<file path="config.mk">
export PLATFORM = sky130hd
export DESIGN_NAME = mux_sel_scanner
export DESIGN_NICKNAME = d
export VERILOG_FILES = /design/src/rtl/mux_sel_scanner.sv
export SDC_FILE = /design/constraint.sdc
export NUM_CORES = 1
export LEC_CHECK = 0
export ABC_AREA = 0
export BUFFER_PORTS_ARGS = -buffer_cell sky130_fd_sc_hd__buf_2
export CORE_AREA = 2 2 54 56
export DETAILED_ROUTE_END_ITERATION = 16
export DIE_AREA = 0 0 56 58
export PLACE_DENSITY = 0.72
export SETUP_SLACK_MARGIN = 0.5
export SLEW_MARGIN = 40
export SYNTH_ARGS = -nofsm -noshare
export SYNTH_HDL_FRONTEND = slang
export SYNTH_SLANG_ARGS = --single-unit
export TNS_END_PERCENT = 30
</file>
<file path="constraint.sdc">
create_clock -name clk -period 2.7 [get_ports clk]
set_input_delay 0.405 -clock clk [delete_from_list [all_inputs] [get_ports clk]]
set_output_delay 0.405 -clock clk [all_outputs]
set_load 0.1 [all_outputs]
</file>
<file path="src/rtl/mux_sel_scanner.sv">
// rtl/mux_sel_scanner.sv - channel sequencer driving a 4:1 mux select and capturing its output
module mux_sel_scanner #(
    parameter int DIV_WIDTH = 8
) (
    input  logic                 clk,
    input  logic                 rst_n,
    input  logic                 en,
    input  logic                 mode,
    input  logic                 start,
    input  logic [DIV_WIDTH-1:0] div,
    input  logic [3:0]           mask,
    input  logic [3:0]           y_in,
    output logic [1:0]           sel,
    output logic                 busy,
    output logic [3:0]           cap_data,
    output logic [1:0]           cap_ch,
    output logic                 cap_valid,
    output logic                 sweep_done
);

    typedef enum logic {IDLE, SCAN} state_t;

    localparam logic [DIV_WIDTH-1:0] CNT_ONE = DIV_WIDTH'(1);

    state_t               state_q, state_d;
    logic                 mode_q, mode_d;
    logic [DIV_WIDTH-1:0] cnt_q, cnt_d;
    logic [1:0]           sel_q, sel_d;
    logic                 busy_q, busy_d;
    logic [3:0]           cap_data_q, cap_data_d;
    logic [1:0]           cap_ch_q, cap_ch_d;
    logic                 cap_valid_q, cap_valid_d;
    logic                 sweep_done_q, sweep_done_d;
    logic [2:0]           lowest, above;

    // Returns {found, index} of the lowest set bit of m at or above lo.
    function automatic logic [2:0] first_from(input logic [3:0] m, input logic [2:0] lo);
        logic [2:0] r;
        r = 3'b000;
        for (int i = 3; i >= 0; i--) begin
            if (m[i] && (3'(i) >= lo)) begin
                r = {1'b1, 2'(i)};
            end
        end
        return r;
    endfunction

    assign lowest = first_from(mask, 3'd0);
    assign above  = first_from(mask, {1'b0, sel_q} + 3'd1);

    always_comb begin
        state_d      = state_q;
        mode_d       = mode_q;
        cnt_d        = cnt_q;
        sel_d        = sel_q;
        busy_d       = busy_q;
        cap_data_d   = cap_data_q;
        cap_ch_d     = cap_ch_q;
        cap_valid_d  = 1'b0;
        sweep_done_d = 1'b0;
        case (state_q)
            IDLE: begin
                if (en && (mask != 4'd0) && (!mode || start)) begin
                    state_d = SCAN;
                    mode_d  = mode;
                    sel_d   = lowest[1:0];
                    cnt_d   = '0;
                    busy_d  = 1'b1;
                end
            end
            SCAN: begin
                if (!en) begin
                    state_d = IDLE;
                    busy_d  = 1'b0;
                    cnt_d   = '0;
                end else if (cnt_q >= div) begin
                    cnt_d       = '0;
                    cap_data_d  = y_in;
                    cap_ch_d    = sel_q;
                    cap_valid_d = 1'b1;
                    if (mask == 4'd0) begin
                        state_d = IDLE;
                        busy_d  = 1'b0;
                    end else if (above[2]) begin
                        sel_d = above[1:0];
                    end else if (mode_q) begin
                        // No enabled channel above: single sweep is finished, sel holds
                        state_d      = IDLE;
                        busy_d       = 1'b0;
                        sweep_done_d = 1'b1;
                    end else begin
                        sel_d = lowest[1:0];
                    end
                end else begin
                    cnt_d = cnt_q + CNT_ONE;
                end
            end
            default: state_d = IDLE;
        endcase
    end

    always_ff @(posedge clk or negedge rst_n) begin
        if (!rst_n) begin
            state_q      <= IDLE;
            mode_q       <= 1'b0;
            cnt_q        <= '0;
            sel_q        <= 2'd0;
            busy_q       <= 1'b0;
            cap_data_q   <= 4'd0;
            cap_ch_q     <= 2'd0;
            cap_valid_q  <= 1'b0;
            sweep_done_q <= 1'b0;
        end else begin
            state_q      <= state_d;
            mode_q       <= mode_d;
            cnt_q        <= cnt_d;
            sel_q        <= sel_d;
            busy_q       <= busy_d;
            cap_data_q   <= cap_data_d;
            cap_ch_q     <= cap_ch_d;
            cap_valid_q  <= cap_valid_d;
            sweep_done_q <= sweep_done_d;
        end
    end

    assign sel        = sel_q;
    assign busy       = busy_q;
    assign cap_data   = cap_data_q;
    assign cap_ch     = cap_ch_q;
    assign cap_valid  = cap_valid_q;
    assign sweep_done = sweep_done_q;

endmodule

</file>
Word level (Yosys, flattened, before mapping)
Cells that the tools add are included.
- flip-flop bits (word level): 21
- input port bits: 21
- output and inout port bits: 11
- add/subtract/negate cells: 2
- $lt $le $gt $ge: 5
- equality and inequality tests: 8
- multiplexer cells: 42
- bitwise logic cells: 1
- reduce and logical (&&, ||, !) cells: 14
- operators with widths (cell ; count):
    8-bit 2-to-1 mux ; 3
    1-bit 2-to-1 mux ; 21
    2-bit 2-to-1 mux ; 10
    8-bit case mux with 2 select lines ; 1
    3-bit 2-to-1 mux ; 4
    8-bit by 1-bit adder with 8-bit output (second input constant) ; 1
    8-bit greater-or-equal comparator ; 1
    1-bit by 3-bit greater-or-equal comparator with 1-bit output (first input constant) ; 2
    2-bit by 3-bit greater-or-equal comparator with 1-bit output (first input constant) ; 2
    1-bit logical AND ; 6
    2-bit != test (second input constant) ; 3
    3-bit by 2-bit != test with 1-bit output (second input constant) ; 2
    5-bit AND reduction ; 1
    4-bit logical NOT ; 1
    4-bit by 2-bit != test with 1-bit output (second input constant) ; 1
    4-bit by 3-bit != test with 1-bit output (second input constant) ; 1
    1-bit case mux with 2 select lines ; 2
    2-bit case mux with 2 select lines ; 1
    4-bit AND reduction ; 1
    4-bit nonzero test ; 1
    2-bit by 1-bit adder with 3-bit output (second input constant) ; 1
    3-bit AND reduction ; 1
    2-bit by 1-bit != test with 1-bit output (second input constant) ; 1
    2-bit AND reduction ; 1
    other kinds (3) ; 3

Logic depth before layout (Yosys ltp)
Gate-level depths: netlist (run 1).
- depth in word-level cells: 12
- gate-level depth with buffers: 8
- depth with buffers taken out: 7

Worst setup path after synthesis (run 1)
Ideal clock, no wire load.
- path kind: reg-to-reg
- from: register cnt_q[0]
- to: register sel_q[0] (netlist: sel[0])
- library setup time: 0.126 ns
- data arrival time: 1.922 ns
- setup slack: 0.652 ns
- stages on the path, launching flop included: 8
- clock period less this slack: 2.048 ns
- cell sequence: dfrtp_1 -> inv_1 -> ha_1 -> nand2b_4 -> a2111oi_4 -> o21ai_2 -> o2111ai_2 -> mux2_2
- cells in the longest elaborated chain, start to end: 3
- RTL lines (item ; line ; RTL):
    start, declared ; 27 ; logic [DIV_WIDTH-1:0] cnt_q, cnt_d;
    start signal, assigned ; 116 ; cnt_q <= cnt_d;
    8-bit greater-or-equal comparator ; 76 ; end else if (cnt_q >= div) begin
    2-bit by 1-bit != test with 1-bit output (no line) ; n/a ;
    5-bit AND reduction (no line) ; n/a ;
    end signal, assigned ; 117 ; sel_q <= sel_d;
    end, declared ; 28 ; logic [1:0] sel_q, sel_d;
Every way passes these cells.
A chain may end at the register's enable or synchronous reset.

Worst setup path in the final report (run 1)
- from: register cnt_q[6]
- to: register cnt_q[7]
- cells in the longest elaborated chain, start to end: 4
- elaborated cells between the ends (all ways): 5
- classes of those cells: add/sub (1); order compare (1); mux (3)
- RTL lines (item ; line ; RTL):
    8-bit by 1-bit adder with 8-bit output or 8-bit greater-or-equal comparator (tied branches) ; 95, 76 ;
    8-bit 2-to-1 mux (*) ; 76 ;
    8-bit 2-to-1 mux (*) ; 72 ; if (!en) begin
    8-bit case mux with 2 select lines (*) ; 61 ; case (state_q)
Every way passes the cells marked *; elsewhere a longest branch is shown, timed or not.

==> results.json, run 1 <==
{
  "antenna_cells": 0,
  "cts_buffers": 3,
  "rows": 19,
  "ys_ff_latch": 21,
  "grt_pass1_wl_um": 4510,
  "track_usage_pct": 17.0,
  "cts_hold_buf": 0,
  "postSynthCellCount": 128,
  "yosys.area.top_type": "dfrtp_1",
  "postSynthAreaPerCell_um2": 10.4,
  "area_delta_synth_final_pct": 15.9,
  "die_w_um": 56,
  "ys_seq_area_share_pct": 39.3,
  "max_slew_margin_pct": 63.5,
  "die_h_um": 58,
  "wl_per_cell_um": 12.9,
  "cts_sinks": 21,
  "hp-class": "in2async",
  "worstSetupPathType": "reg2reg",
  "fillers": 246,
  "synth_compound_area_share_pct": 19.8,
  "grt_overflow": 0,
  "tns_ps": 0,
  "min_period_over_period_pct": 80.5,
  "leakagePower_nw": 0.827,
  "first_iter_violations": 19,
  "cap_violations": 0,
  "hold_viol": 0,
  "synth_edf_count": 0,
  "crit_path_start_kind": "flop",
  "ir_drop_mv": 0.603,
  "grt_setup_unrepaired": "yes",
  "finalNetCount": 192,
  "fmax_mhz": 460,
  "crit_path_end_kind": "flop",
  "fin_skew_ps": 8.57,
  "viasPerCell": 5.58,
  "synth_mux_area_share_pct": 8.33,
  "arrival_ps": 2390,
  "hpwl_um": 1920,
  "cp_data_required_time_ps": 2920,
  "die_area_um2": 3250,
  "yosys_warnings": 0,
  "syn_area_um2": 1340,
  "placed_cells": 187,
  "synth_most_common_cell": "dfrtp_1",
  "drc": 0,
  "ys_top_cells_by_area": "dfrtp_1 (39%), ha_1 (8.4%), mux2_2 (7.6%)",
  "drv_slew": 0,
  "met2_length_um": 1240,
  "top_layer": "met4",
  "outcome": "finished, final reports clean",
  "cts_buffer_depth": 2,
  "gp_congestion": 0.823,
  "synth_xor_area_share_pct": 0,
  "yosys.area_share.simple_pct": 18.5,
  "grt_max_degree": 22,
  "wl_met3_um": 100,
  "htree_num_levels": 1,
  "p_per_area_nw_per_um2": 649,
  "worstMarginPinSlew_ps": 547,
  "cts_root_buffer": "clkbuf_4",
  "synth_ff_type": "dfrtp_1",
  "firstDrtPassIters": 4,
  "pin_count": 32,
  "async_flop_share_pct": 100,
  "antenna_left": 0,
  "core_area_um2": 2660,
  "drt-total-wl_um": 2480,
  "yosys.cell_types.count": 44,
  "clk_latency_ps": 310,
  "drive_gt1_share_pct": 38.5,
  "setup_viol": 0,
  "synth_fa_ha_area_share_pct": 8.43,
  "antenna_found_initial": 0,
  "syn_nets": 158,
  "path_clk_slew_ps": 120,
  "met1_length_um": 1120,
  "io_buffers": 31,
  "grt_pass1_vias": 1072,
  "tritoncts": "built",
  "min_period_ps": 2170,
  "critical_path.max_fanout": 14,
  "register_area_um2": 526,
  "vias": 1071,
  "multiInputGateArea_um2": 753,
  "synthTopCellsByCount": "dfrtp_1 (21), nand2_1 (14), inv_1 (11), ha_1 (9), mux2_2 (9)",
  "start_util_pct": 50.2,
  "synth_top_family_by_area": "compound AO/OA/AOI/OAI gates",
  "fin_cells": 192,
  "yosys.area.top_type_share_pct": 39.3
}
per-layer routing:
| layer | vias to the layer above | GRT usage [%] |
|---|---|---|
| li1 | 534 | - |
| met1 | 518 | 21.8 |
| met2 | 17 | 29.6 |
| met3 | 2 | 4.46 |
| met4 | 0 | 2.72 |
| met5 | - | 0 |
timing repair:
action	in CTS	in global routing
endpoints found under the setup margin	0	12
resized for setup	0	2
buffers inserted	0	1
kinds of logic after synthesis:
logic type | after synthesis
AND/OR/NAND/NOR | 45
AO/OA/AOI/OAI | 29
flip-flops | 21
buffers and inverters | 14
multiplexers | 10
adder cells (fa/ha/maj) | 9
final cells by class:
class	count	share of cell area, %
clock buffers	3	1.45
clock inverters	1	0.323
inverters	11	2.67
multi-input cells	93	48.6
flip-flops and latches	21	33.9
well taps	31	2.50
repair buffers	32	10.5
per-stage QoR:
stage	setup slack [ps]	area [µm²]	hold WS, ps	utilization, %	power [mW]
floorplan	652	1340	109	-	0.788
global placement	511	1500	374	56.2	0.844
detailed placement	466	1500	385	56.2	0.853
CTS	502	1520	39.8	57.2	1.01
global route	398	1550	66.5	58.2	1.06
finish	526	1550	19.8	58.2	1.01
sequential cells by signal, summed over array words and instances (netlist names):
register	flops
cnt_q	8
sweep_done	1
cap_valid	1
mode_q	1
state_q	1
cap_data	4
busy	1
cap_ch	2
sel	2
where the power goes:
part / leakage [nW] / total, mW / internal (mW) / switching (mW)
registers: 0.281 / 0.411 / 0.356 / 0.0554
clock network: 0.0177 / 0.152 / 0.0553 / 0.0972
logic: 0.528 / 0.441 / 0.129 / 0.313
total: 0.827 / 1.01 / 0.540 / 0.465
layout by cell type (no fill, tap or decap), types with 3 or more instances in the layout:
| cell | n |
|---|---|
| nor3_1 | 4 |
| inv_1 | 11 |
| nor2_1 | 8 |
| nand2_1 | 14 |
| clkbuf_4 | 3 |
| dfrtp_1 | 21 |
| ha_1 | 8 |
| nand3_1 | 3 |
| mux2_2 | 9 |
| a211o_1 | 4 |
| buf_2 | 31 |
| and4_1 | 3 |
| o21ai_0 | 3 |
worst paths after layout:
check	from	end	slack, ps	cells after the start
worst max-delay path	cnt_q[6]$_DFFE_PN0P_	cnt_q[7]$_DFFE_PN0P_	530	6
worst min-delay path	rst_n	cnt_q[7]$_DFFE_PN0P_	20	1
worst max register to register	cnt_q[6]$_DFFE_PN0P_	cnt_q[7]$_DFFE_PN0P_	530	6
worst min register to register	busy$_DFFE_PN0P_	busy$_DFFE_PN0P_	500	1
max in group asynchronous	rst_n	cap_ch[1]$_DFFE_PN0P_	2360	1
min in group clk	y_in[0]	cap_data[0]$_DFFE_PN0P_	330	2
worst max-delay path, cell delays in order, from the launching register on:
cell and delay (ps):
dfrtp_1 460, ha_1 320, a21o_1 200, a2111oi_2 380, o21ai_2 240, or3b_1 400
o311ai_1 90
(Power assumes the default switching activity.)
==> run 2: changes to the inputs <==
- CORE_AREA: 2 2 54 56 -> 2 2 57 59
- DIE_AREA: 0 0 56 58 -> 0 0 59 61
- PLACE_DENSITY: 0.72 -> 0.68
- clock period: 2.7 -> 1.9 ns (I/O delays scaled with it)
==> run 2 against run 1 <==
Effect of this change: the flow now finishes with violations (setup timing); worst setup slack worse by 610 ps; total power is 56% higher; register-to-register slack worse by 610 ps; sequential power is 41% higher; largest power group unchanged; global-route usage is 1.7 points higher; core utilization is 4.5 points higher; non-clock buffer count is 19 higher; flip-flop and latch count stayed put; clock-buffer cell count stayed put; clock skew is 4.5 ps lower; clock power is 45% higher.
==> results.json, run 2 (same netlist as run 1, synthesis figures left out) <==
{
  "crit_path_start_kind": "flop",
  "drive_gt1_share_pct": 52.2,
  "worst_slack_ps": -87.4,
  "gp_congestion": 0.767,
  "die_w_um": 59,
  "die_area_um2": 3600,
  "p_int_uw": 862,
  "final_cell_mix": "buf_4 (23), buf_2 (21), dfrtp_1 (19)",
  "fin_skew_ps": 4.02,
  "grt_overflow": 0,
  "top_layer": "met4",
  "violations": "setup timing",
  "cts_root_buffer": "clkbuf_4",
  "clkPwrFrac_pct": 14.0,
  "firstDrtPassIters": 4,
  "seq_power_share_pct": 36.8,
  "antenna_found_initial": 0,
  "final_area_um2": 1850,
  "power.share.combinational_pct": 49.2,
  "hpwl_um": 2210,
  "fmax_mhz": 503,
  "worstSetupPathType": "reg2reg",
  "drt-total-wl_um": 3130,
  "largest_reg_flops": 8,
  "whs_ps": 200,
  "drc": 0,
  "drv_slew": 0,
  "hold_viol": 0,
  "hp-class": "in2reg",
  "crit_path_end_kind": "flop",
  "die_h_um": 61,
  "setup_viol": 12,
  "worstMarginPinSlew_ps": 485,
  "mostFrequentLayoutCell": "buf_4",
  "cap_violations": 0,
  "area_delta_synth_final_pct": 38.5,
  "finalNetCount": 211,
  "pin_count": 32,
  "cp_data_required_time_ps": 2110,
  "start_util_pct": 45.3,
  "grt_setup_unrepaired": "yes",
  "clk_latency_ps": 310,
  "wl_met3_um": 110,
  "io_buffers": 31,
  "htree_num_levels": 1,
  "min_period_over_period_pct": 105,
  "grt_pass1_wl_um": 5130,
  "cts_sinks": 21,
  "p_per_area_nw_per_um2": 850,
  "grt_pass1_vias": 1213,
  "max_slew_margin_pct": 67.9,
  "arrival_ps": 2190,
  "track_usage_pct": 18.7,
  "viasPerCell": 5.46,
  "regMostFlops": "cnt_q",
  "vias": 1163,
  "grt_max_degree": 22,
  "wl_per_cell_um": 14.7,
  "p_sw_share_pct": 45.2,
  "path_clk_slew_ps": 120,
  "rows": 20,
  "met1_length_um": 1280,
  "core_area_um2": 2950,
  "min_period_ps": 1990,
  "met2_length_um": 1670,
  "antenna_cells": 0,
  "p_switching_uw": 711,
  "antenna_left": 0,
  "tritoncts": "built",
  "place_area_um2": 1620,
  "first_iter_violations": 26,
  "leakagePower_nw": 0.951,
  "pre_cts_slack_ps": -158,
  "outcome": "finished with violations",
  "critical_path.max_fanout": 2,
  "ir_drop_mv": 0.530,
  "cts_buffers": 3,
  "cts_buffer_depth": 2
}
==> run 2: area by class of cell <==
cell class,count,area [µm²]
clock buffer,3,22.5
fill,257,1100
inverter,11,41.3
sequential,21,528
clock inverter,1,5.00
tap,33,41.3
multi-input combinational,93,863
timing repair buffer,51,349
==> run 2: worst max-delay path: stages (launching register included) <==
cell,delay [ps]
dfrtp_1,360
inv_1,50
ha_1,260
nand2b_4,150
a2111oi_4,340
buf_4,190
o21ai_4,60
or3b_4,390
o311ai_2,80
==> run 2: per-stage QoR <==
| step | std cells | power (mW) | TNS, ps | util, % |
|---|---|---|---|---|
| detailed placement | 203 | 1.27 | -1760 | 54.8 |
| CTS | 212 | 1.56 | -356 | 60.5 |
| global placement | 203 | 1.25 | -651 | 54.8 |
| floorplan | 128 | 1.13 | -153 | - |
| global route | 213 | 1.66 | -1620 | 62.7 |
| finish | 213 | 1.57 | -598 | 62.7 |
==> run 2: final timing paths <==
path / start / end / slack (ps) / cells past startpoint
setup reg to reg: cnt_q[0]$_DFFE_PN0P_ / cnt_q[7]$_DFFE_PN0P_ / -90 / 8
min in group asynchronous: rst_n / sweep_done$_DFF_PN0_ / 450 / 2
hold reg to reg: cap_ch[0]$_DFFE_PN0P_ / cap_ch[0]$_DFFE_PN0P_ / 520 / 1
setup / recovery: cnt_q[0]$_DFFE_PN0P_ / cnt_q[7]$_DFFE_PN0P_ / -90 / 8
max in group asynchronous: rst_n / sel[1]$_DFFE_PN0P_ / 1110 / 2
hold / removal: y_in[2] / cap_data[2]$_DFFE_PN0P_ / 200 / 2
==> run 2: repair_timing <==
action | in CTS | in global routing
cloned | 0 | 0
pin swaps | 16 | 4
buffers inserted | 4 | 1
endpoints found under the hold margin | 21 | 0
gates resized for setup | 23 | 13
hold buffers | 1 | 0
endpoints found under the setup margin | 26 | 25
==> run 2: per-layer routing <==
layer  global-route usage (%)  up-vias
met5                        0        -
met4                     10.4        0
met3                     2.13        8
met2                     33.2       32
met1                     22.1      551
li1                         -      572
==> run 2: power by group through the flow <==
stage	logic (mW)	registers, mW	clock network (mW)
2_1_floorplan	0.287	0.842	0
3_3_place_gp	0.665	0.581	0
3_5_place_dp	0.683	0.584	0
4_1_cts	0.750	0.578	0.229
5_1_grt	0.820	0.592	0.249
6_report	0.774	0.579	0.220
==> run 3: changes to the inputs <==
--- a/config.mk
+++ b/config.mk
@@ -11,4 +11,5 @@
 export DETAILED_ROUTE_END_ITERATION = 16
 export DIE_AREA = 0 0 59 61
+export MAX_ROUTING_LAYER = met4
 export PLACE_DENSITY = 0.68
 export SETUP_SLACK_MARGIN = 0.5
==> constraint.sdc (replaced) <==
create_clock -name clk -period 1.9 [get_ports clk]
set_input_delay 0 -clock clk [delete_from_list [all_inputs] [get_ports clk]]
set_output_delay 0 -clock clk [all_outputs]
set_load 0.1 [all_outputs]
==> run 3 against run 2 <==
Effect of this change: the run still ends with setup timing left; worst setup slack lost 5.2 ps; non-clock buffer count rose by 3; combinational power down 2%; critical path depth down 2; maximum frequency decreased by 0.26%; clock skew increased by 2.5 ps; critical path type unchanged.
==> results.json, run 3 (same netlist as run 1, synthesis figures left out) <==
{
  "outcome": "finished with violations",
  "violations": "setup timing",
  "worstMarginPinSlew_ps": 489,
  "path_clk_slew_ps": 120,
  "cts_sinks": 21,
  "r2r_cells": 6,
  "cp_data_required_time_ps": 2100,
  "hp-class": "in2reg",
  "wl_per_cell_um": 14.0,
  "register_area_um2": 528,
  "critical_path.max_fanout": 4,
  "firstDrtPassIters": 4,
  "vias": 1150,
  "max_stage_delay_ps": 400,
  "io_buffers": 31,
  "drt-total-wl_um": 3010,
  "leakagePower_nw": 0.967,
  "hold_start": "en",
  "antenna_found_initial": 0,
  "drv_slew": 0,
  "htree_num_levels": 1,
  "final_cell_mix": "buf_2 (31), dfrtp_1 (19), buf_4 (15)",
  "whs_ps": 47.8,
  "start_util_pct": 45.3,
  "regMostFlops": "cnt_q",
  "multiInputGateArea_um2": 872,
  "r2r-start": "cnt_q[5]$_DFFE_PN0P_",
  "fillers": 248,
  "grt_pass1_wl_um": 5020,
  "core_area_um2": 2950,
  "grt_pass1_vias": 1152,
  "crit_chain": "ha_1 -> and4_1 -> a211oi_2 -> o21ai_2 -> o2111ai_2 -> mux2_4",
  "cts_root_buffer": "clkbuf_4",
  "min_period_over_period_pct": 105,
  "regToRegEndpoint": "sel[0]$_DFFE_PN0P_",
  "drive_gt1_share_pct": 50.8,
  "die_h_um": 61,
  "crit_path_end_kind": "flop",
  "grt_setup_unrepaired": "yes",
  "cts_buffers": 3,
  "finalPower_mw": 1.55,
  "finalNetCount": 214,
  "die_w_um": 59,
  "crit_path_start_kind": "flop",
  "cp_num_buf_inv": 0,
  "p_per_area_nw_per_um2": 832,
  "fin_skew_ps": 6.55,
  "gp_congestion": 0.810,
  "r2r_slack_ps": -90,
  "worstSetupPathType": "reg2reg",
  "clk_latency_ps": 300,
  "worst_slack_ps": -92.7,
  "hold_viol": 0,
  "first_iter_violations": 23,
  "antenna_left": 0,
  "pin_count": 32,
  "largest_reg_flops": 8,
  "tritoncts": "built",
  "mostFrequentLayoutCell": "buf_2",
  "cap_violations": 0,
  "track_usage_pct": 19.5,
  "fmax_mhz": 502,
  "whs_path_depth": 3,
  "tns_ps": -417,
  "grt_overflow": 0,
  "ir_drop_mv": 0.580,
  "drc": 0,
  "hpwl_um": 2320,
  "antenna_cells": 0,
  "die_area_um2": 3600,
  "crit_family": "compound AO/OA/AOI/OAI gates",
  "arrival_ps": 2190,
  "viasPerCell": 5.32,
  "setup_viol": 10,
  "hold-path-endpoint": "cap_valid$_DFF_PN0_",
  "min_period_ps": 1990,
  "cts_buffer_depth": 2,
  "grt_max_degree": 22,
  "fin_util_pct": 63.0,
  "rows": 20,
  "area_delta_synth_final_pct": 39.2,
  "max_slew_margin_pct": 67.6,
  "crit_slowest_cell": "dfrtp_1"
}
run 3: cell count changes in the layout (fill, tap and decap cells not counted), sizes merged:
cell / delta
buf: +2
clkbuf: -4
dlygate4sd3: +5
run 3: cell type report:
class                      count  area share, %
clock buffer                   3           1.21
inverter                      11           2.22
clock inverter                 1          0.269
sequential                    21           28.4
multi-input combinational     93           46.9
tap                           33           2.22
timing repair buffer          54           18.8
run 3: worst min-delay path: cells and delay by family:
kind,cells,cell delay [ps]
simple gates,1,140
buf+inv,2,180
run 3: layer usage:
layer | routed length, µm | vias to the layer above | GRT usage [%]
li1 | - | 577 | -
met1 | 1280 | 545 | 22.8
met2 | 1580 | 26 | 34.3
met3 | 133 | 2 | 2.77
met4 | 20 | 0 | 6.82
met5 | 0 | - | -
run 3: where the power goes:
group          internal, mW  switching [mW]
sequential            0.511          0.0672
combinational         0.264           0.496
clock                0.0784           0.132
run 3: worst max-delay path by stage:
stage,from,end,slack [ps],depth (start not counted)
finish,cnt_q[5]$_DFFE_PN0P_,sel[0]$_DFFE_PN0P_,-90,6
global route,cnt_q[5]$_DFFE_PN0P_,sel[1]$_DFFE_PN0P_,-200,6
global placement,cnt_q[0]$_DFFE_PN0P_,sel[0]$_DFFE_PN0P_,-60,7
floorplan,cnt_q[0]$_DFFE_PN0P_,sel[0]$_DFFE_PN0P_,-50,7
detailed placement,cnt_q[0]$_DFFE_PN0P_,sel[0]$_DFFE_PN0P_,-150,7
CTS,cnt_q[0]$_DFFE_PN0P_,sel[0]$_DFFE_PN0P_,-120,7
run 3: timing repair:
item | CTS | global route
hold endpoints to repair | 26 | 0
setup buffers | 3 | 1
pin swaps | 7 | 4
hold buffers | 6 | 0
resized for setup | 16 | 9
setup endpoints to repair | 20 | 20
run 3: metrics by stage:
stage | cell area (µm²) | setup WS (ps) | instances
6_report | 1860 | -92.7 | 216
5_1_grt | 1860 | -195 | 216
4_1_cts | 1800 | -119 | 215
3_5_place_dp | 1610 | -149 | 202
3_3_place_gp | 1610 | -64.5 | 202
2_1_floorplan | 1350 | -50.5 | 128
